`src/rtl/ksa_byte_serial_ctrl.sv`:
```
// ----------------------------------------------------------------------------
// ksa_byte_serial_ctrl
//
// Time-shares one external 8-bit adder slice between two requesters. Each
// accepted request is a W = 8*NBYTES bit add, performed one byte per cycle,
// least significant byte first, with the carry chained through a register.
// Requesters are arbitrated round-robin. Handshakes are valid/ready on both
// the request and response sides.
//
// Ports
//   clk, rst_n              clock, asynchronous active-low reset
//   req0_* / req1_*         request channels: valid, ready, operands a and b
//   rsp_valid / rsp_ready   response handshake
//   rsp_id                  requester that owns the response
//   rsp_sum / rsp_cout      A+B modulo 2^W and the carry out of bit W-1
//   add_a/add_b/add_cin     byte operands and carry-in driven to the slice
//   add_sum/add_cout        combinational slice result, same cycle
// ----------------------------------------------------------------------------
module ksa_byte_serial_ctrl #(
    parameter int NBYTES = 4
) (
    input  logic                  clk,
    input  logic                  rst_n,
    input  logic                  req0_valid,
    output logic                  req0_ready,
    input  logic [8*NBYTES-1:0]   req0_a,
    input  logic [8*NBYTES-1:0]   req0_b,
    input  logic                  req1_valid,
    output logic                  req1_ready,
    input  logic [8*NBYTES-1:0]   req1_a,
    input  logic [8*NBYTES-1:0]   req1_b,
    output logic                  rsp_valid,
    input  logic                  rsp_ready,
    output logic                  rsp_id,
    output logic [8*NBYTES-1:0]   rsp_sum,
    output logic                  rsp_cout,
    output logic [7:0]            add_a,
    output logic [7:0]            add_b,
    output logic                  add_cin,
    input  logic [7:0]            add_sum,
    input  logic                  add_cout
);

    localparam int W  = 8 * NBYTES;
    localparam int CW = (NBYTES > 1) ? $clog2(NBYTES) : 1;
    localparam logic [CW-1:0] C_LAST = CW'(NBYTES - 1);

    typedef enum logic [1:0] {
        S_IDLE = 2'd0,
        S_CALC = 2'd1,
        S_DONE = 2'd2
    } state_t;

    state_t          r_state;
    state_t          w_state_next;
    logic [W-1:0]    r_a;
    logic [W-1:0]    r_b;
    logic [W-1:0]    r_sum;
    logic [CW-1:0]   r_cnt;
    logic            r_carry;
    logic            r_cout;
    logic            r_id;
    logic            r_last_grant;

    logic            w_grant0;
    logic            w_grant1;
    logic            w_accept;
    logic            w_last_byte;
    logic [W-1:0]    w_sum_shift;

    // Round-robin: a lone requester always wins; on contention the one that
    // was not granted last time wins. last_grant resets to 1 so req0 leads.
    assign w_grant0    = req0_valid & (~req1_valid | r_last_grant);
    assign w_grant1    = req1_valid & (~req0_valid | ~r_last_grant);
    assign w_accept    = (r_state == S_IDLE) & (w_grant0 | w_grant1);
    assign w_last_byte = (r_cnt == C_LAST);

    // Each new sum byte enters at the MSB end; after NBYTES shifts the first
    // byte has walked down to bits [7:0].
    generate
        if (NBYTES == 1) begin : g_shift_single
            assign w_sum_shift = add_sum;
        end else begin : g_shift_multi
            assign w_sum_shift = {add_sum, r_sum[W-1:8]};
        end
    endgenerate

    assign rsp_sum  = r_sum;
    assign rsp_cout = r_cout;
    assign rsp_id   = r_id;

    // State register
    always_ff @(posedge clk or negedge rst_n) begin
        if (!rst_n) begin
            r_state <= S_IDLE;
        end else begin
            r_state <= w_state_next;
        end
    end

    // Next state and handshake / slice outputs
    always_comb begin
        w_state_next = r_state;
        req0_ready   = 1'b0;
        req1_ready   = 1'b0;
        rsp_valid    = 1'b0;
        add_a        = 8'd0;
        add_b        = 8'd0;
        add_cin      = 1'b0;
        case (r_state)
            S_IDLE: begin
                req0_ready = w_grant0;
                req1_ready = w_grant1;
                if (w_grant0 | w_grant1) begin
                    w_state_next = S_CALC;
                end
            end
            S_CALC: begin
                add_a   = r_a[7:0];
                add_b   = r_b[7:0];
                add_cin = r_carry;
                if (w_last_byte) begin
                    w_state_next = S_DONE;
                end
            end
            S_DONE: begin
                rsp_valid = 1'b1;
                if (rsp_ready) begin
                    w_state_next = S_IDLE;
                end
            end
            default: begin
                w_state_next = S_IDLE;
            end
        endcase
    end

    // Datapath: operand shifters, result accumulator, carry chain, bookkeeping
    always_ff @(posedge clk or negedge rst_n) begin
        if (!rst_n) begin
            r_a          <= '0;
            r_b          <= '0;
            r_sum        <= '0;
            r_cnt        <= '0;
            r_carry      <= 1'b0;
            r_cout       <= 1'b0;
            r_id         <= 1'b0;
            r_last_grant <= 1'b1;
        end else begin
            if (w_accept) begin
                r_a          <= w_grant1 ? req1_a : req0_a;
                r_b          <= w_grant1 ? req1_b : req0_b;
                r_id         <= w_grant1;
                r_last_grant <= w_grant1;
                r_cnt        <= '0;
                r_carry      <= 1'b0;
            end else if (r_state == S_CALC) begin
                r_sum   <= w_sum_shift;
                r_carry <= add_cout;
                r_a     <= r_a >> 8;
                r_b     <= r_b >> 8;
                r_cnt   <= r_cnt + 1'b1;
                if (w_last_byte) begin
                    r_cout <= add_cout;
                end
            end
        end
    end

endmodule

```
`config.mk`:
```
export PLATFORM = sky130hd
export DESIGN_NAME = ksa_byte_serial_ctrl
export DESIGN_NICKNAME = d
export VERILOG_FILES = /design/src/rtl/ksa_byte_serial_ctrl.sv
export SDC_FILE = /design/constraint.sdc
export NUM_CORES = 1
export LEC_CHECK = 0
export CORE_UTILIZATION = 45
export CTS_BUF_LIST = sky130_fd_sc_hd__clkbuf_8
export CTS_CLUSTER_DIAMETER = 150
export DETAILED_ROUTE_END_ITERATION = 16
export GPL_TIMING_DRIVEN = 0
export HOLD_SLACK_MARGIN = 0.15
export PLACE_DENSITY = 0.9
export SLEW_MARGIN = 20
export SYNTH_ARGS = -nofsm -noshare
export SYNTH_HDL_FRONTEND = slang
export SYNTH_SLANG_ARGS = --single-unit
```
`constraint.sdc`:
```
create_clock -name clk -period 1.8 [get_ports clk]
set_input_delay 0.36 -clock clk [delete_from_list [all_inputs] [get_ports clk]]
set_output_delay 0.36 -clock clk [all_outputs]
set_load 0.03 [all_outputs]
```
==> out/metrics.cfg <==
[route]
drtAntennaViolNets = 0
vias = 4898
wl_um = 15500
post_drt_wl_per_cell_um = 17.6
firstDrtPassIters = 5
viasPerCell = 5.55
drt_iter0_drc = 303
drc = 0

[critical_path]
critPathBufInv = 3
r2r_slack_ps = 10
worst-path-max-fanout = 6
cp_cell_sequence = inv_4, nor2_4, clkbuf_8, and2_4, buf_6
slowest_stage = dfrtp_2
path_class = reg -> out
critPathLaunch = r_state[0]$_DFFE_PN0P_
endpoint_kind = output pin
reg2regPathDepth = 7
crit_required_ps = 1440
cp.arrival_ps = 1530
cp-start-kind = flop
crit-reg2reg-launch = r_state[0]$_DFFE_PN0P_
rr_endpoint = r_a[3]$_DFFE_PN0P_
max_stage_delay_ps = 470
cp_top_family = flip-flops

[logic_synthesis]
synthTopCellsByArea = dfrtp_1 51%, nand2_1 10%, mux2i_1 6.8%
synth.most_common_cell = nand2_1
yosysSeqAreaShare = 0.518
synth_flop_cell = dfrtp_1
ys_seq_elements = 104
synth_xor_area_frac = 0.00174
syn-instance-count = 522
synth_top_family_by_area = simple AND/OR/NAND/NOR gates
ys.warnings.count = 0
async_flop_share = 1.00
synth_edf_count = 0
synth_area_um2 = 5030
yosys.area_share.simple = 0.165
syn_avg_cell_area_um2 = 9.64
muxShareOfSynthArea = 0.121
yosysTopAreaCell = dfrtp_1
synth_top_area_share = 0.512
syn_nets = 665
synth.top_cells.by_count = 135 x nand2_1, 103 x dfrtp_1, 42 x o21ai_1
synth-compound-area-share = 0.147
synth.distinct_cells = 31
synthAdderAreaFrac = 0.00249

[timing]
worst_slack_ps = -92.5
final_max_slew_viol_count = 0
finalCritPeriodShare = 1.05
skew_ps = 15.6
rsz0062_at_grt = true
max_freq_ghz = 0.528
worst_pin_slew_ps = 598
period_minus_slack_ps = 1890
hold_viol = 0
setup_viol = 18
maxSlewHeadroom = 0.601
hold_ws_ps = 455

[grt]
grt-ovfl-total = 0
first_global_vias = 4849
antenna_found_initial = 0
grt_pass1_wl_um = 23900
grt_start_max_net_pins = 67
track_usage = 0.269

[finish]
syn_to_final_growth_pct = 51.5
fin_area_um2 = 7620
post-route-util = 0.700
final.fill_count = 799
drive_gt1_frac = 0.145
finalNetCount = 881
n_antenna_cell = 0
fin_cells = 883

[power]
swShare = 0.442
power.switching_mw = 5.72
ir_drop_v = 0.000988
power_density_nw_per_um2 = 1700
total_power_mw = 12.9
p_int_mw = 7.22
p_leak_nw = 3.55
pwr-share-seq = 0.330
pwr-share-comb = 0.551
p_clk_frac = 0.119

[run_status]
violations = negative setup slack
outcome = finished with violations

[floorplan]
die_x_um = 108
num_io_pins = 196
rows = 38
core_um2 = 10900
start_util = 0.462
die_h_um = 108
dieArea_um2 = 11600

[clock_tree]
cts_tree = built
cts_buffers = 9
cts-root-buf = clkbuf_8
clk_pin_slew_ps = 110
cts_buffer_depth = 2
clock_latency_ps = 360
clkSinkCount = 104
htreeDepth = 3

[placement]
hpwl_um = 11600
dpl_cell_area_um2 = 7190
placedCellCount = 858
portBuffers = 195
gp_congestion = 0.864

[worst_hold_path]
hp-class = in -> async

[flow_run]
cap_violations = 0

==> cell type report <==
| class | instances | area, um^2 | share of cell area |
|---|---|---|---|
| inverter | 2 | 10.0 | 0.00131 |
| tap | 140 | 175 | 0.0230 |
| timing repair buffer | 206 | 2110 | 0.276 |
| clock buffer | 10 | 138 | 0.0181 |
| buffer | 39 | 249 | 0.0327 |
| multi-input combinational | 376 | 2260 | 0.297 |
| sequential | 104 | 2610 | 0.342 |
| clock inverter | 6 | 72.6 | 0.00952 |
==> power by group through the flow <==
stage / sequential [mW] / clock (mW) / combinational [mW]
finish: 4.27 / 1.54 / 7.13
global route: 4.36 / 1.64 / 7.70
CTS: 4.24 / 1.54 / 6.97
detailed placement: 4.27 / 0 / 6.65
global placement: 4.19 / 0 / 6.40
floorplan: 4.74 / 0 / 3.53
==> cells in the final DEF, fill, tap and decap left out, types with 3 or more instances in the layout <==
cell type,synthesis,final
a22oi_1,18,18
buf_6,7,24
buf_4,0,12
inv_6,0,3
mux2_2,9,9
and2_4,0,9
nor3_1,15,15
nand2_1,135,132
clkbuf_2,1,4
clkbuf_1,24,16
mux2i_1,34,33
o22ai_1,23,23
nor2_1,7,4
clkbuf_8,0,12
dlymetal6s2s_1,0,18
buf_2,8,8
dfrtp_1,103,101
mux2_1,15,15
o31ai_2,6,6
nand3_1,16,16
dlygate4sd2_1,0,9
o21ai_1,42,42
and2_1,17,8
nor2_2,1,3
clkdlybuf4s50_1,0,147
o21ai_0,26,26
==> worst register-to-register path: stages (launching register included) <==
cell and delay [ps]:
dfrtp_2 470, inv_4 70, nor2_4 200, buf_4 150, buf_4 120, clkbuf_1 430
a22oi_1 190, o21ai_1 110
==> repair_timing <==
action / in CTS / in global routing
pin swaps: 6 / 4
endpoints found under the setup margin: 47 / 58
gates cloned: 1 / 0
hold buffers: 1 / 0
buffers inserted: 4 / 4
gates resized for setup: 171 / 37
endpoints found under the hold margin: 38 / 0
==> cell families (layout without fill, tap and decap cells) <==
kind of cell / Yosys count / after routing
AOI/OAI and AO/OA: 120 / 120
adders and majority gates: 1 / 1
DFF: 104 / 104
buffers and inverters: 42 / 263
and+or+nand+nor: 196 / 196
xor gates and xnor gates: 1 / 1
muxes: 58 / 58
==> stage by stage <==
step                setup WS [ps]  TNS [ps]
floorplan                     147         0
global placement            -3330   -377430
detailed placement           -722    -36110
CTS                         -97.9      -947
global route                 -156     -3240
finish                      -92.5     -1390
==> sequential cells by signal (all words and copies together) (netlist names) <==
name,count
r_last_grant,1
rsp_sum,32
rsp_cout,1
r_cnt,2
r_b,32
r_a,32
r_state,2
rsp_id,1
r_carry,1
==> worst max-delay path by stage <==
stage	depth (start not counted)	endpoint
global route	5	add_b[7]
detailed placement	5	add_b[2]
global placement	1	r_a[6]$_DFFE_PN0P_
floorplan	3	req1_ready
finish	5	add_a[1]
CTS	5	add_b[2]
==> metal layers <==
metal / global-route usage / share of wire / vias up
met1: 0.326 / 0.38 / 2385
met4: 0.0988 / 0.027 / 0
met3: 0.0436 / 0.069 / 32
met5: 0 / 0 / -
met2: 0.479 / 0.53 / 238
li1: - / - / 2243
(Power assumes the default switching activity.)
